**src/rtl/if_prefetch_stage.sv**
```systemverilog
`timescale 1ns/1ps
// Instruction-fetch stage: runs the fetch PC ahead of decode through a small
// in-order prefetch FIFO and squashes in-flight responses after a redirect.
module if_prefetch_stage #(
  parameter int              XLEN       = 32,
  parameter int              FIFO_DEPTH = 4,
  parameter logic [XLEN-1:0] RESET_PC   = '0,
  parameter logic [31:0]     NOP_INST   = 32'h0000_0013
) (
  input  logic            Clk,
  input  logic            Reset_n,
  input  logic            Redirect_valid_i,
  input  logic [XLEN-1:0] Redirect_target_i,
  input  logic            Stall_i,
  output logic            Imem_req_o,
  output logic [XLEN-1:0] Imem_addr_o,
  input  logic            Imem_gnt_i,
  input  logic            Imem_rvalid_i,
  input  logic [31:0]     Imem_rdata_i,
  output logic [31:0]     Instruction_o,
  output logic [XLEN-1:0] Inst_pc_o,
  output logic            Inst_valid_o,
  output logic [7:0]      IF_tracker
);

  localparam int              CW      = $clog2(FIFO_DEPTH) + 1;
  localparam int              PW      = $clog2(FIFO_DEPTH);
  localparam logic [CW:0]     DEPTH   = (CW+1)'(FIFO_DEPTH);
  localparam logic [XLEN-1:0] PC_STEP = XLEN'(4);

  logic [XLEN-1:0] fetch_pc;
  logic [XLEN-1:0] resp_pc;
  logic [XLEN-1:0] target;

  logic [XLEN-1:0] pc_mem   [FIFO_DEPTH];
  logic [31:0]     inst_mem [FIFO_DEPTH];
  logic [PW-1:0]   wr_ptr;
  logic [PW-1:0]   rd_ptr;

  logic [CW-1:0]   fcnt;
  logic [CW-1:0]   fcnt_nxt;
  logic [CW-1:0]   outstanding;
  logic [CW-1:0]   outstanding_nxt;
  logic [CW-1:0]   drop_cnt;
  logic [CW:0]     occupancy;

  logic            gnt_fire;
  logic            resp_fire;
  logic            push;
  logic            pop;

  assign target    = Redirect_target_i & ~XLEN'(3);
  assign occupancy = {1'b0, fcnt} + {1'b0, outstanding};

  // Slots in flight count against the FIFO so every granted response has room.
  assign Imem_req_o  = Reset_n && !Redirect_valid_i && (occupancy < DEPTH);
  assign Imem_addr_o = fetch_pc;

  assign gnt_fire  = Imem_req_o && Imem_gnt_i;
  assign resp_fire = Imem_rvalid_i && (outstanding != '0);
  assign push      = resp_fire && (drop_cnt == '0) && !Redirect_valid_i;
  assign pop       = !Stall_i && !Redirect_valid_i && (fcnt != '0);

  always_comb begin
    outstanding_nxt = outstanding;
    if (gnt_fire && !resp_fire) begin
      outstanding_nxt = outstanding + CW'(1);
    end else if (resp_fire && !gnt_fire) begin
      outstanding_nxt = outstanding - CW'(1);
    end
  end

  always_comb begin
    fcnt_nxt = fcnt;
    if (push && !pop) begin
      fcnt_nxt = fcnt + CW'(1);
    end else if (pop && !push) begin
      fcnt_nxt = fcnt - CW'(1);
    end
  end

  always_ff @(posedge Clk) begin
    if (Reset_n && push) begin
      pc_mem[wr_ptr]   <= resp_pc;
      inst_mem[wr_ptr] <= Imem_rdata_i;
    end
  end

  always_ff @(posedge Clk) begin
    if (!Reset_n) begin
      fetch_pc      <= RESET_PC;
      resp_pc       <= RESET_PC;
      wr_ptr        <= '0;
      rd_ptr        <= '0;
      fcnt          <= '0;
      outstanding   <= '0;
      drop_cnt      <= '0;
      Instruction_o <= NOP_INST;
      Inst_pc_o     <= '0;
      Inst_valid_o  <= 1'b0;
      IF_tracker    <= '0;
    end else begin
      outstanding <= outstanding_nxt;
      if (Redirect_valid_i) begin
        // Everything still in flight now belongs to the old path.
        fetch_pc      <= target;
        resp_pc       <= target;
        wr_ptr        <= '0;
        rd_ptr        <= '0;
        fcnt          <= '0;
        drop_cnt      <= outstanding_nxt;
        Instruction_o <= NOP_INST;
        Inst_valid_o  <= 1'b0;
      end else begin
        fcnt <= fcnt_nxt;
        if (gnt_fire) begin
          fetch_pc <= fetch_pc + PC_STEP;
        end
        if (resp_fire) begin
          if (drop_cnt != '0) begin
            drop_cnt <= drop_cnt - CW'(1);
          end else begin
            resp_pc <= resp_pc + PC_STEP;
          end
        end
        if (push) begin
          wr_ptr <= wr_ptr + PW'(1);
        end
        if (pop) begin
          rd_ptr        <= rd_ptr + PW'(1);
          Instruction_o <= inst_mem[rd_ptr];
          Inst_pc_o     <= pc_mem[rd_ptr];
          Inst_valid_o  <= 1'b1;
          IF_tracker    <= IF_tracker + 8'd1;
        end else if (!Stall_i) begin
          Instruction_o <= NOP_INST;
          Inst_valid_o  <= 1'b0;
        end
      end
    end
  end

endmodule

```
**config.mk**
```make
export PLATFORM = sky130hd
export DESIGN_NAME = if_prefetch_stage
export DESIGN_NICKNAME = d
export VERILOG_FILES = /design/src/rtl/if_prefetch_stage.sv
export SDC_FILE = /design/constraint.sdc
export NUM_CORES = 1
export LEC_CHECK = 0
export BUFFER_PORTS_ARGS = -buffer_cell sky130_fd_sc_hd__buf_2
export CORE_ASPECT_RATIO = 2
export CORE_UTILIZATION = 36
export CTS_CLUSTER_SIZE = 25
export DETAILED_ROUTE_END_ITERATION = 16
export HOLD_SLACK_MARGIN = 0.12
export PLACE_DENSITY_LB_ADDON = 0.3
export SLEW_MARGIN = 20
export SYNTH_ARGS = -nofsm -noshare
export SYNTH_HDL_FRONTEND = slang
export SYNTH_SLANG_ARGS = --single-unit
```
**constraint.sdc**
```tcl
create_clock -name Clk -period 7.3 [get_ports Clk]
set_input_delay 0.365 -clock Clk [delete_from_list [all_inputs] [get_ports Clk]]
set_output_delay 0.365 -clock Clk [all_outputs]
set_load 0.01 [all_outputs]
```
==> metrics.txt, run 1 <==
hold path depth=3; Final setup violation count=0; crit path kind=reg2reg; row count=around 110; Reg area=around 0.010 sq mm; worst r2r src=outstanding[0]; Seq/Total Area, Yosys=0.670; number of flops mapped to enable cells by yosys=between 200 and 250; Pwr Density=around 280 mW/mm^2; DR vias=between 9k and 10k; Slew headroom=0.371; area of the multi-input gates=0.00479 sq mm; Slowest cell on crit path=and3_2; I/O pin total=176; crit path launch type=register; share of layout cells above drive strength 1=0.246; fill count=between 3k and 4k; skew final=~0.016 ns; reg-to-reg endpoint=inst_mem[3][10]; Starting Density=0.365; synth unique cells=between 50 and 60; crit-path leading delay family=simple AND/OR/NAND/NOR gates; Lkg Pwr=between 6 and 7 nW; GR Overflow Total=0; asr flop ratio synth=0; Max H-tree Level=2; Post-route DRC=0; Detail Route Antenna Nets=0; Ant. Diodes=0; Fin Setup TNS=0 ns; Worst Setup End Kind=register; hold_sp=Redirect_target_i[26]; port buffer count=around 170; first-pass GRT wire length=~58000 microns; MaxCap Viol Count=0; final WL=roughly 38000 microns; chip width=about 150 microns; R2R depth=7; Wirelength per Cell=20.0 microns; Vias/cell=roughly 5.2; largest net degree at the start of global routing=between 40 and 50; Root Buffer=clkbuf_16; Mapped Avg Cell Area=13.8 sq um; Final Wtd Congestion=between 0.8 and 0.9; Post-synth top cells=248 x edfxtp_1, 146 x dfxtp_1, 113 x nand2_1, 78 x a21oi_1, 71 x nor2_1; Pwr Total=about 5.2 mW; Max IR drop VDD=0.000237 V; DIE AREA=0.0439 sq mm; Syn. warnings=0; most frequent cell after synthesis=edfxtp_1; clock-pin slew on the worst setup and hold paths=approximately 0.070 ns; hold worst-path end=resp_pc[26]; worst hold path class=in2reg; WP data arrival=around 3.5 ns; min Tclk post-route=approximately 3.3 ns; CTS buffer count=37; DP Wirelength=~25000 microns; DR pass1 iterations=5; Sinks on Clock Net=394; CTS tree=done; Final Max Tran Viols=0; clock latency on the worst-skew pair=between 0.5 and 0.6 ns; Critical Path RT=roughly 7.5 ns; post-synth top area cell=edfxtp_1; clk buf depth=3; Bufs and invs on worst path=3; synthesized area=roughly 0.015 sq mm; Hold Fails Final Rpt=0; status=completed; crit-path cells=inv_1 -> ha_1 -> ha_1 -> nor4bb_2 -> buf_4 -> and3_2 -> buf_4; Net count, final=around 1.4k; Synth top area share=0.481; RSZ-0062 raised after global routing=false; drt initial violations=approximately 350; Syn Inst Count=about 1.1k; Core Box Area=roughly 0.042 sq mm; #FFs+latches synth=394; Max Clk Rate=around 0.30 GHz; layout overhead on the synthesized area=21.1%; r2r setup slk=roughly 4.0 ns; die height=295 microns; vias in the first global route=a little over 10k; All-Layer GR Usage=0.176; largest cells by area after synthesis=edfxtp_1 48%, dfxtp_1 19%, mux4_2 9.0%, nand2_1 2.7%, a21oi_1 2.5%; worst slew pin tran=about 0.94 ns; CP peak stage delay=between 0.8 and 0.9 ns; Synth Flop Type=edfxtp_1; initial antenna violation count=2; Tcrit/Tclk final=0.452; crit-path max FO=32
## sequential cells by signal (all words and copies together), names as in the netlist, 8 cells and up, named ones only
name,cells
Inst_pc_o,30
IF_tracker,8
pc_mem,120
inst_mem,128
Imem_addr_o,30
Instruction_o,32
resp_pc,30
## tightest hold or removal path, cell delays in order
cell	delay, ns
buf_2	0.11
nand2_1	0.08
o21ai_0	0.09
## cell families after synthesis
group | after synthesis | share of synthesized area
adders and majority gates | 17 | 0.0141
AOI/OAI and AO/OA | 187 | 0.0710
and+or+nand+nor | 321 | 0.101
muxes | 69 | 0.0950
buffers and inverters | 89 | 0.0231
DFF | 394 | 0.670
xor gates and xnor gates | 46 | 0.0260
other | 1 | 0.000242
## placed cells by master (no fill, tap or decap), types with 5 or more instances in the layout
| cell type | instances |
|---|---|
| and2_1 | 6 |
| a31oi_1 | 11 |
| nand4_1 | 20 |
| o21ai_0 | 39 |
| o211ai_1 | 5 |
| edfxtp_1 | 248 |
| dfxtp_1 | 142 |
| ha_1 | 15 |
| bufinv_16 | 11 |
| and4_1 | 7 |
| nand3_1 | 40 |
| nor2_1 | 71 |
| o22ai_1 | 5 |
| dlygate4sd3_1 | 42 |
| mux4_2 | 62 |
| nor4_1 | 10 |
| inv_1 | 18 |
| nor3_1 | 24 |
| clkbuf_16 | 40 |
| a21oi_1 | 78 |
| nand2_1 | 112 |
| and3_1 | 7 |
| o21a_1 | 5 |
| xnor2_1 | 31 |
| buf_4 | 17 |
| a211oi_1 | 5 |
| clkinv_2 | 6 |
| a22oi_1 | 30 |
| xor2_1 | 15 |
| buf_2 | 169 |
## stage by stage
stage	worst slack (ns)	cells	hold slack [ns]	utilization	cell area (sq um)
6_report	4.00	1899	0.142	0.442	18700
3_5_place_dp	3.50	1789	0.445	0.398	16900
4_1_cts	3.91	1899	0.120	0.442	18700
3_3_place_gp	3.53	1789	0.439	0.398	16900
2_1_floorplan	3.78	1127	0.464	-	15500
5_1_grt	3.77	1899	0.132	0.442	18700
## what timing repair did
action	in CTS	in global routing
hold buffers	42	0
setup endpoints to repair	0	0
hold endpoints to repair	139	0
resized for setup	0	0
buffers inserted	0	0
## cell type report
type | instances | share of cell area
clock buffer | 44 | 0.0542
inverter | 20 | 0.00401
sequential | 394 | 0.554
timing repair buffer | 228 | 0.0744
multi-input combinational | 644 | 0.255
clock inverter | 24 | 0.0222
tap | 545 | 0.0364
## per-layer routing
layer	GRT usage	vias to the layer above	wire length (microns)
met3	0.0398	81	2140
met4	0.0885	4	1760
li1	-	4628	-
met5	0	-	30
met1	0.177	4888	13500
met2	0.332	258	20600
## report_power, final
group / switching (mW) / internal [mW]
registers: 0.0686 / 2.44
clock network: 0.853 / 1.39
logic: 0.239 / 0.170
total: 1.16 / 4.01
## worst max-delay path by stage
stage                               from         endpoint  slack [ns]  cells after the start
after floorplan           outstanding[0]   inst_mem[0][0]        3.78                      7
after global placement           Reset_n   inst_mem[3][2]        3.53                      5
after detailed placement         Reset_n   inst_mem[1][2]        3.50                      5
after global routing      outstanding[0]   inst_mem[1][8]        3.77                      7
after CTS                 outstanding[0]   inst_mem[1][8]        3.91                      7
final                     outstanding[0]  inst_mem[3][10]        4.00                      7
No activity file was read; power rests on OpenSTA's default activity.
==> inputs of run 2 (changes only) <==
--- a/config.mk
+++ b/config.mk
@@ -5,6 +5,7 @@
 export SDC_FILE = /design/constraint.sdc
 export NUM_CORES = 1
 export LEC_CHECK = 0
+export ABC_AREA = 1
 export BUFFER_PORTS_ARGS = -buffer_cell sky130_fd_sc_hd__buf_2
 export CORE_ASPECT_RATIO = 2
 export CORE_UTILIZATION = 36
==> constraint.sdc (replaced) <==
create_clock -name Clk -period 3.43 [get_ports Clk]
set_input_delay 0.1715 -clock Clk [delete_from_list [all_inputs] [get_ports Clk]]
set_output_delay 0.1715 -clock Clk [all_outputs]
set_load 0.01 [all_outputs]
==> run 2 against run 1 <==
Net effect:
- count of clock-buffer cells in the layout is 11 higher
- non-clock buffer count is 40 higher
- worst setup slack worse by 3.4 ns
- die area grew 6.4%
- clock power rose by 91%
- final cell count grew 34%
- synthesized cell count rose by 54%
- clock skew increased by 0.0028 ns
- critical path type is now in2reg
==> metrics.txt, run 2 <==
worst r2r src=outstanding[0]; largest net degree at the start of global routing=65 (+38%); Final setup violation count=0 (unchanged); port buffer count=169 (unchanged); clk buf depth=3 (unchanged); asr flop ratio synth=0 (unchanged); Critical Path RT=3.85 ns (-3.62 ns); Ant. Diodes=0 (unchanged); clock latency on the worst-skew pair=0.53 ns (about the same); vias in the first global route=12.9k (+27%); Detail Route Antenna Nets=0 (unchanged); skew final=0.0188 ns (+0.00279 ns); DP Wirelength=29800 microns (+18%); Slew headroom=0.455 (+0.0837); area of the multi-input gates=0.00546 sq mm (+14%); GR Overflow Total=0 (unchanged); fill count=4319 (+13%); row count=110 (+2.8%); worst slew pin tran=0.817 ns (-0.126 ns); Seq/Total Area, Yosys=0.629 (-0.0409); crit path kind=in2reg; combinational share of power=0.097 (+0.018); RSZ-0062 raised after global routing=false; pre-CTS setup slack=0.640 ns (-2.86 ns); DR vias=12.9k (+31%); DIE AREA=0.0467 sq mm (+6.4%); final WL=44600 microns (+17%); Sinks on Clock Net=394 (unchanged); final setup margin=0.628 ns (-3.37 ns); #FFs+latches synth=394 (unchanged); met2 routed WL=24100 microns (+17%); R2R depth=13 (+6); clock network fraction of design power=0.400 (-0.035); DR pass1 iterations=5 (unchanged); die height=305 microns (+3.2%); I/O pin total=176 (unchanged); Switching Fraction=0.240 (+0.0152); All-Layer GR Usage=0.192 (+0.0164); Wirelength per Cell=17.5 microns (-13%); Inst Count DP=2409 (+35%); most frequent cell after synthesis=nand2_1; Final Max Tran Viols=0 (unchanged); number of flops mapped to enable cells by yosys=248 (unchanged); WP data arrival=3.23 ns (-0.24 ns); top sig layer=met4; min Tclk post-route=2.80 ns; Post-Layout Cell Count=2545 (+34%); Synth top area share=0.452 (-0.0294); synthesized area=0.0165 sq mm (+6.5%); Syn Inst Count=1728 (+54%); first-pass GRT wire length=69300 microns (+20%); Int Power=8.15 mW (+100%); drt initial violations=805 (+130%); crit-path max FO=34 (+6.3%); synth unique cells=38 (-27%); Synth Flop Type=edfxtp_1; clock-pin slew on the worst setup and hold paths=0.06 ns (about the same); met1 wire length=16900 microns (+25%); Post CTS Setup Buffer Count=0 (unchanged); worst hold path class=in2reg; Hold Fails Final Rpt=0 (unchanged); chip width=153 microns (+3.2%); biggest regs=inst_mem x128, pc_mem x120, Instruction_o x32; Starting Density=0.365 (+0.000463); Max Clk Rate=approximately 0.36 GHz; share of layout cells above drive strength 1=0.137 (-0.109); Root Buffer=clkbuf_16; CTS buffer count=37 (unchanged); most common cell after layout, fill and taps aside=nand2_1; reg-to-reg endpoint=inst_mem[3][24]; CTS tree=done; Worst Setup SP=Redirect_valid_i; Post-route DRC=0 (unchanged); post-layout util=0.443 (+0.00149); design area=0.0200 sq mm (+6.7%); crit path launch type=input port; placed cell areas=0.0181 sq mm (+6.9%); Final Wtd Congestion=0.886 (+6.5%); MaxCap Viol Count=0 (unchanged); WL met3=1560 microns (-27%); Reg area=0.0104 sq mm (about the same); Worst Setup EP=Imem_addr_o[4]; Reg with most FFs=inst_mem; Syn. warnings=0 (unchanged); largest cells by area after synthesis=edfxtp_1 45%, dfxtp_1 18%, nand2_1 8.0%, nor2_1 7.1%, o21ai_0 5.6%; Worst Setup End Kind=register; most frequent cells in the layout=352 x nand2_1, 308 x nor2_1, 248 x edfxtp_1, 185 x o21ai_0, 169 x buf_2; max reg flops=128 (unchanged); Lkg Pwr=7.57 nW (+17%); Reg power frac=0.503 (+0.017); Post-synth top cells=352 x nand2_1, 312 x nor2_1, 248 x edfxtp_1, 185 x o21ai_0, 146 x dfxtp_1; Max IR drop VDD=0.000394 V (+67%); Net count, final=2042 (+45%); post-synth top area cell=edfxtp_1; Tcrit/Tclk final=0.817; sw power=2.57 mW (+120%); Core Box Area=0.0451 sq mm (+6.4%); Mapped Avg Cell Area=9.54 sq um (-31%); Pwr Density=536 mW/mm^2 (+94%); r2r setup slk=0.64 ns (-3.36 ns); initial antenna violation count=0 (-2); Max H-tree Level=2 (unchanged); status=completed; layout overhead on the synthesized area=21.3%; Vias/cell=5.09 (-2.0%)
==> run 2: stage by stage <==
stage	setup TNS, ns	power [mW]	hold WS, ns
floorplan	-11.87	6.07	0.270
global placement	0	6.46	0.380
detailed placement	0	6.48	0.388
CTS	0	10.8	0.202
global route	0	11.1	0.272
finish	0	10.7	0.213
==> run 2: cell type report <==
cell class / count / share of cell area
inverters: 94 / 0.0176
well taps: 560 / 0.0350
repair buffers: 268 / 0.0929
multi-input cells: 1161 / 0.273
clock buffers: 55 / 0.0533
clock inverters: 13 / 0.00976
flip-flops and latches: 394 / 0.519
==> run 2: worst min path at each step <==
| stage | start | end | depth (start not counted) |
|---|---|---|---|
| global route | Imem_rvalid_i | outstanding[2] | 6 |
| detailed placement | Imem_rdata_i[4] | inst_mem[3][4] | 1 |
| finish | Imem_rvalid_i | outstanding[2] | 6 |
| global placement | Imem_rdata_i[1] | inst_mem[3][1] | 1 |
| CTS | Imem_rvalid_i | outstanding[2] | 6 |
| floorplan | Imem_rdata_i[0] | inst_mem[0][0] | 0 |
==> run 2: what timing repair did <==
action | CTS | global route
hold buffers | 68 | 0
endpoints found under the hold margin | 199 | 0
resized for setup | 0 | 0
==> run 2: logic make-up after synthesis <==
kind of cell / after synthesis / synth area share
simple gates: 755 / 0.184
fa+ha+maj: 16 / 0.0126
flops: 394 / 0.629
buf+inv: 176 / 0.0426
other cells: 1 / 0.000227
xor+xnor: 17 / 0.00903
compound gates: 369 / 0.123
==> run 2: per-layer routing <==
metal	up-vias	GRT usage
li1	6349	-
met1	6163	0.201
met2	332	0.371
met3	98	0.0229
met4	0	0.0991
met5	-	0
==> run 2: power groups by stage <==
| stage | Sequential [mW] | Clock (mW) | Combinational, mW |
|---|---|---|---|
| CTS | 5.39 | 4.39 | 1.06 |
| detailed placement | 5.49 | 0 | 0.989 |
| global route | 5.41 | 4.53 | 1.18 |
| floorplan | 5.47 | 0 | 0.597 |
| finish | 5.39 | 4.29 | 1.04 |
| global placement | 5.48 | 0 | 0.972 |
==> run 2: worst max-delay path, stage by stage <==
cell and delay [ns]:
dlygate4sd3_1 0.53, buf_2 0.13, buf_4 0.27, nor2_8 0.38, nand2_2 0.11, nor2_4 0.19
nand2_4 0.15, inv_2 0.41, nand3_1 0.12, nand3_1 0.09, a21oi_1 0.06, dlygate4sd3_1 0.59
